[config.mk]
export PLATFORM = sky130hd
export DESIGN_NAME = serial_shift_tx
export DESIGN_NICKNAME = d
export VERILOG_FILES = /design/src/rtl/serial_tx_pkg.sv /design/src/rtl/tx_bit_counter.sv /design/src/rtl/serial_shift_tx.sv
export SDC_FILE = /design/constraint.sdc
export NUM_CORES = 1
export LEC_CHECK = 0
export CAP_MARGIN = 20
export CORE_AREA = 2 2 39 41
export DETAILED_ROUTE_END_ITERATION = 10
export DIE_AREA = 0 0 41 43
export SLEW_MARGIN = 20
export SYNTH_ARGS = -nofsm -noshare
export SYNTH_HDL_FRONTEND = slang
export SYNTH_SLANG_ARGS = --single-unit
[constraint.sdc]
create_clock -name clk_2 -period 1.74 [get_ports clk_2]
set_input_delay 0.435 -clock clk_2 [delete_from_list [all_inputs] [get_ports clk_2]]
set_output_delay 0.435 -clock clk_2 [all_outputs]
set_load 0.01 [all_outputs]
[src/rtl/serial_tx_pkg.sv]
// Shared types and helpers for the serial shift transmitter.
// Optional parity frame bit is enabled by defining SERIAL_TX_PARITY_EN.
package serial_tx_pkg;

    typedef enum logic [1:0] {
        IDLE  = 2'd0,
        SHIFT = 2'd1,
        PAR   = 2'd2,
        DONE  = 2'd3
    } tx_state_t;

    localparam int NBITS_DATA_DEF = 4;

    // Keeps counters at least one bit wide even for degenerate moduli.
    function automatic int cnt_width(input int modulus);
        return (modulus > 1) ? $clog2(modulus) : 1;
    endfunction

endpackage

[src/rtl/tx_bit_counter.sv]
// Modulo-MODULUS bit counter with synchronous clear/enable and terminal-count flag.
// Latency: count updates on the posedge after en_i; tc_o is combinational from the count register.
module tx_bit_counter
    import serial_tx_pkg::*;
#(
    parameter int MODULUS = NBITS_DATA_DEF
) (
    input  logic clk_2,
    input  logic reset,
    input  logic clr_i,
    input  logic en_i,
    output logic tc_o
);

    localparam int CW = cnt_width(MODULUS);
    localparam logic [CW-1:0] LAST = CW'(MODULUS - 1);

    logic [CW-1:0] cnt_q;
    logic [CW-1:0] cnt_d;

    assign tc_o = (cnt_q == LAST);

    // Clear wins over enable; the terminal count wraps straight back to zero.
    always_comb begin
        cnt_d = cnt_q;
        if (clr_i) begin
            cnt_d = '0;
        end else if (en_i) begin
            cnt_d = tc_o ? '0 : cnt_q + 1'b1;
        end
    end

    always_ff @(posedge clk_2 or posedge reset) begin
        if (reset) begin
            cnt_q <= '0;
        end else begin
            cnt_q <= cnt_d;
        end
    end

endmodule

[src/rtl/serial_shift_tx.sv]
// Parallel-in/serial-out transmitter, LSB first, one bit per clk_2; Moore outputs only.
// Define SERIAL_TX_PARITY_EN to append an even-parity bit (frame becomes NBITS_DATA+1 bits).
module serial_shift_tx
    import serial_tx_pkg::*;
#(
    parameter int NBITS_DATA = NBITS_DATA_DEF
) (
    input  logic                  clk_2,
    input  logic                  reset,
    input  logic                  start,
    input  logic [NBITS_DATA-1:0] data_in,
    output logic                  serial_out,
    output logic                  bit_valid,
    output logic                  busy,
    output logic                  done
);

    tx_state_t             state_q;
    tx_state_t             state_d;
    logic [NBITS_DATA-1:0] sreg_q;
    logic                  accept;
    logic                  last_bit;

`ifdef SERIAL_TX_PARITY_EN
    logic                  parity_q;
`endif

    assign accept = (state_q == IDLE) && start;

    tx_bit_counter #(
        .MODULUS (NBITS_DATA)
    ) u_cnt (
        .clk_2 (clk_2),
        .reset (reset),
        .clr_i (accept),
        .en_i  (state_q == SHIFT),
        .tc_o  (last_bit)
    );

    always_ff @(posedge clk_2 or posedge reset) begin
        if (reset) begin
            state_q <= IDLE;
            sreg_q  <= '0;
        end else begin
            state_q <= state_d;
            if (accept) begin
                sreg_q <= data_in;
            end else if (state_q == SHIFT) begin
                sreg_q <= {1'b0, sreg_q[NBITS_DATA-1:1]};
            end
        end
    end

`ifdef SERIAL_TX_PARITY_EN
    // Parity is taken from data_in at acceptance, so later data_in changes cannot corrupt it.
    always_ff @(posedge clk_2 or posedge reset) begin
        if (reset) begin
            parity_q <= 1'b0;
        end else if (accept) begin
            parity_q <= ^data_in;
        end
    end
`endif

    always_comb begin
        state_d = state_q;
        case (state_q)
            IDLE:  if (start) state_d = SHIFT;
`ifdef SERIAL_TX_PARITY_EN
            SHIFT: if (last_bit) state_d = PAR;
            PAR:   state_d = DONE;
`else
            SHIFT: if (last_bit) state_d = DONE;
`endif
            DONE:  state_d = IDLE;
            default: state_d = IDLE;
        endcase
    end

    always_comb begin
        serial_out = 1'b0;
        bit_valid  = 1'b0;
        busy       = 1'b0;
        done       = 1'b0;
        case (state_q)
            SHIFT: begin
                serial_out = sreg_q[0];
                bit_valid  = 1'b1;
                busy       = 1'b1;
            end
`ifdef SERIAL_TX_PARITY_EN
            PAR: begin
                serial_out = parity_q;
                bit_valid  = 1'b1;
                busy       = 1'b1;
            end
`endif
            DONE: begin
                busy = 1'b1;
                done = 1'b1;
            end
            default: ;
        endcase
    end

endmodule

==> results of run 1 <==
path summary, 6_finish.rpt:
kind | start | endpoint | slack (ns) | depth (start not counted)
max reg2reg | state_q[0] | u_cnt.cnt_q[0] | 0.52 | 3
min reg2reg | u_cnt.cnt_q[1] | u_cnt.cnt_q[1] | 0.51 | 1
max | state_q[1] | done | 0.07 | 3
min | reset | sreg_q[0] | 0.43 | 2
min in group clk_2 | u_cnt.cnt_q[1] | u_cnt.cnt_q[1] | 0.51 | 1
max in group asynchronous | reset | u_cnt.cnt_q[1] | 1.08 | 2
cells in the mapped netlist:
master | count | area share (%)
a22o_1 | 2 | 3.9
and2b_4 | 1 | 2.2
ha_1 | 1 | 2.8
dfrtp_1 | 8 | 44
buf_6 | 2 | 5.0
a211oi_2 | 3 | 8.3
or3b_1 | 1 | 1.9
o311ai_1 | 1 | 1.9
inv_1 | 4 | 3.3
nor4b_2 | 3 | 10
and2_1 | 2 | 2.8
nor3b_1 | 3 | 5.0
o21bai_2 | 1 | 2.5
nand2_1 | 2 | 1.7
and2_2 | 1 | 1.7
nor2_1 | 1 | 0.83
clkbuf_1 | 1 | 0.83
inv_2 | 1 | 0.83
through the flow:
stage / hold WS [ns] / total power, mW / utilization (%) / instance area [sq um] / worst slack [ns]
6_report: 0.427 / 0.943 / 41.9 / 579 / 0.0692
5_1_grt: 0.474 / 1.04 / 41.9 / 579 / -0.00217
4_1_cts: 0.441 / 0.956 / 41.8 / 578 / 0.0304
3_5_place_dp: 0.491 / 0.839 / 40.4 / 559 / 0.0451
3_3_place_gp: 0.495 / 0.830 / 40.4 / 559 / 0.0523
2_1_floorplan: 0.251 / 0.685 / - / 450 / 0.421
layout make-up:
cell class | count | share of cell area, %
multi-input combinational | 22 | 35.4
tap | 16 | 3.46
timing repair buffer | 12 | 19.4
clock buffer | 3 | 3.89
inverter | 5 | 3.24
sequential | 8 | 34.6
per-layer routing:
layer	GRT usage, %	vias to the layer above	routed length, um
li1	-	156	-
met1	12.3	152	306
met2	17.8	10	401
met3	6.28	2	56
met4	6.00	0	13
met5	0	-	0
state kept, by name, summed over array words and instances (netlist names):
register / count
sreg_q: 4
u_cnt.cnt_q: 2
state_q: 2
repair_timing:
action	CTS	global route
resized for setup	3	1
setup buffers	0	0
setup endpoints to repair	3	2
critical path: cells and delay by family, from the launching register on:
family,cells,cell delay [ns]
buffers and inverters,2,0.44
flip-flops,1,0.36
AND/OR/NAND/NOR,1,0.18
power breakdown:
group | total [mW] | internal [mW] | switching [mW]
combinational | 0.487 | 0.257 | 0.230
clock | 0.137 | 0.0786 | 0.0588
sequential | 0.319 | 0.270 | 0.0492
cells by family after synthesis:
kind of cell,count (synthesis),synth area share [%]
flops,8,44.4
compound gates,7,16.7
simple gates,14,26.1
fa+ha+maj,1,2.78
buf+inv,8,10.0
==> impl_metrics.tcl, run 1 <==
set metrics [dict create \
    post-route-period-util_pct 96.0 \
    hpwl_um 601 \
    grt_max_degree 11 \
    placed_cells 63 \
    clockRootBuffer "clkbuf_4" \
    crit_chain "buf_4 > and2_2 > dlygate4sd2_1" \
    critical_path_class "reg -> out" \
    cp-end-kind "primary output" \
    ctsHtreeMaxLevel 1 \
    drv_slew 0 \
    antenna_cells 0 \
    drc 0 \
    die_h_um 43 \
    clk_pin_slew_ns 0.05 \
    clkLatencyLatePin_ns 0.25 \
    firstDrtPassIters 2 \
    antenna_found_initial 0 \
    die_w_um 41 \
    postCtsHoldBufs 0 \
    setup_viol 0 \
    ys_ff_latch 8 \
    coreArea_sq_mm 0.00138 \
    rows 14 \
    clock_sinks 8 \
    fin_skew_ns 0.00143 \
    hold_class "in -> async" \
    tightest_slew_ns 0.377 \
    grt_pass1_vias 324 \
    final_cell_mix "dfrtp_1, clkdlybuf4s50_1, inv_1" \
    layout.cells.non_filler 66 \
    die_area_sq_mm 0.00176 \
    cts_made_buffers 3 \
    start_util_pct 32.5 \
    cp-start-kind "flip-flop" \
    required_ns 1.30 \
    irDropWorstVdd_v 0.000883 \
    gr-total-overflow 0 \
    drv_cap 0 \
    grtUsageTotal_pct 11.7 \
    grt_pass1_wl_mm 1.30 \
    io_buffers 10 \
    rsz0062_at_grt "yes" \
    drive_gt1_share_pct 30.0 \
    regArea_sq_um 200 \
    num_vias 320 \
    max-slew-margin-rel_pct 74.8 \
    worst-path-max-fanout 10 \
    gp_congestion 0.705 \
    dr.first_iter.drc_count 1 \
    synth_area_sq_um 450 \
    ant_nets 0 \
    fill_cells 150 \
    area_delta_synth_final_pct 28.6 \
    cp_slowest_cell "dfrtp_1" \
    io_pins 11 \
    min_period_ns 1.67 \
    leakagePower_nw 0.252 \
    syn_nets 46 \
    avgViaCountPerCell 4.85 \
    clockBufferDepth 2 \
    nets 60 \
    ys_seq_area_share_pct 44.4 \
    ys_types 18 \
    syn_avg_cell_area_sq_um 11.9 \
    cts_tree "yes" \
    fin_setup_tns_ns 0 \
    fmax_ghz 0.599 \
    hold_viol 0 \
    slowest_delay_ns 0.36 \
    layout_commonest_cell "dfrtp_1" \
    wl_per_cell_um 11.8 \
    synth_warnings 0 \
    synthCells 38 \
    multi_input_area_sq_um 205 \
    status "finished clean" \
    powerDensity_mw_per_mm2 1630 \
    wl_um 778 \
    crit_arrival_ns 1.24 \
]
No activity file was read; power rests on OpenSTA's default activity.
==> inputs of run 2 (changes only) <==
Settings changed: CELL_PAD_IN_SITES_DETAIL_PLACEMENT set to 2, CELL_PAD_IN_SITES_GLOBAL_PLACEMENT set to 2, CORE_AREA 2 2 39 41 to unset, CORE_UTILIZATION set to 31, DIE_AREA 0 0 41 43 to unset, PLACE_DENSITY_LB_ADDON set to 0.1.
==> run 2 against run 1 <==
Cell area decreased by 1.1%. Via count grew 3.1%. Sequential share of layout area up 0.38 points. Cell count is 1.5% lower. First-iteration DRC count rose by 100%. Worst hold slack got worse by 0.0023 ns. Maximum frequency decreased by 2.0%. Largest power group unchanged.
==> impl_metrics.tcl, run 2 (synthesized netlist as in run 1, its figures left out) <==
set metrics [dict create \
    postCtsHoldBufs 0 \
    cp-end-kind "primary output" \
    num_vias 330 \
    grtUsageTotal_pct 18.7 \
    gr-total-overflow 0 \
    clkLatencyLatePin_ns 0.26 \
    irDropWorstVdd_v 0.000535 \
    clockBufferDepth 2 \
    io_pins 11 \
    drc 0 \
    die_w_um 40.1 \
    required_ns 1.30 \
    grt_util_met2_pct 30.2 \
    start_util_pct 33.8 \
    layout_commonest_cell "dfrtp_1" \
    startpoint "state_q[1]" \
    io_buffers 10 \
    tightest_slew_ns 0.377 \
    fin_skew_ns 0.00415 \
    die_area_sq_mm 0.00161 \
    ctsHtreeMaxLevel 1 \
    coreArea_sq_mm 0.00133 \
    grt_pass1_wl_mm 1.81 \
    hpwl_um 793 \
    rr_worst_depth 3 \
    dr.first_iter.drc_count 2 \
    die_h_um 40.1 \
    fmax_ghz 0.586 \
    worst-path-max-fanout 10 \
    largest_reg_flops 4 \
    clock_sinks 8 \
    critical_path_class "reg -> out" \
    r2r_start "state_q[1]" \
    powerDensity_mw_per_mm2 1690 \
    grt_pass1_vias 379 \
    clk_pin_slew_ns 0.06 \
    nets 60 \
    grt_max_degree 11 \
    cts_made_buffers 3 \
    top_register "sreg_q" \
    firstDrtPassIters 2 \
    final_util_pct 43.0 \
    dp_slack_ns 0.0232 \
    wl_per_cell_um 16.1 \
    leakagePower_nw 0.251 \
    setup_viol 0 \
    drv_cap 0 \
    hold_class "in -> async" \
    post-route-period-util_pct 98.0 \
    fin_ws_ns 0.0350 \
    gp_congestion 0.646 \
    grtUsageMet1_pct 20.3 \
    ant_nets 0 \
    met3_usage_pct 8.33 \
    rows 13 \
    cp-start-kind "flip-flop" \
    max-slew-margin-rel_pct 74.9 \
    drv_slew 0 \
    final_cell_mix "dfrtp_1, clkdlybuf4s50_1, inv_1" \
    fill_cells 154 \
    area_delta_synth_final_pct 27.2 \
    hold_viol 0 \
    antenna_cells 0 \
    antenna_found_initial 0 \
    avgViaCountPerCell 5.08 \
    clockRootBuffer "clkbuf_4" \
    cts_tree "yes" \
    status "finished clean" \
    drive_gt1_share_pct 32.0 \
    min_period_ns 1.71 \
    busiest_layer "met2" \
    largestRegisters "sreg_q x4, state_q x2, u_cnt.cnt_q x2" \
    rsz0062_at_grt "yes" \
    postCtsSetupRepairBufs 0 \
    crit_arrival_ns 1.27 \
    holdWs_ns 0.425 \
    wl_mm 1.04 \
]
[run 2: cell type report]
type	count	area [sq um]	area share (%)
tap	15	18.8	3.28
sequential	8	200	34.9
inverter	5	18.8	3.28
clock buffer	3	22.5	3.93
multi-input combinational	22	205	35.8
timing repair buffer	12	108	18.8
[run 2: critical path: stages, from the launching register on]
cell           delay, ns
dfrtp_1             0.37
buf_4               0.17
and2_2              0.19
dlygate4sd2_1       0.27
[run 2: power breakdown]
group / switching, mW / internal [mW] / total (mW) / leakage, nW
registers: 0.0531 / 0.270 / 0.323 / 0.0982
clock network: 0.0665 / 0.0792 / 0.146 / 0.0138
logic: 0.251 / 0.251 / 0.501 / 0.140
[run 2: layer usage]
metal	vias up	share of wire, %
li1	157	-
met1	161	38
met2	10	55
met3	2	4.9
met4	0	1.8
met5	-	0
[run 2: stage by stage]
step / instance area (sq um) / cells / power, mW / TNS (ns)
global route: 573 / 65 / 1.05 / -0.0225
CTS: 577 / 65 / 0.998 / 0
floorplan: 450 / 38 / 0.685 / 0
finish: 573 / 65 / 0.970 / 0
detailed placement: 558 / 62 / 0.868 / 0
global placement: 558 / 62 / 0.818 / 0
[run 2: timing repair]
item | CTS | global route
setup endpoints to repair | 3 | 2
pin swaps | 0 | 0
gates resized for setup | 3 | 2
[run 2: worst paths after layout]
kind	endpoint	slack, ns
setup / recovery	done	0.03
hold / removal	state_q[1]	0.42
setup reg to reg	u_cnt.cnt_q[0]	0.53
hold reg to reg	u_cnt.cnt_q[1]	0.52
max in group asynchronous	sreg_q[2]	1.07
min in group clk_2	u_cnt.cnt_q[1]	0.52
==> inputs of run 3 (changes only) <==
Settings changed: HOLD_SLACK_MARGIN set to 0.12.
==> results of run 3 <==
The final DEF is identical to that of run 2; final timing and power are the same.
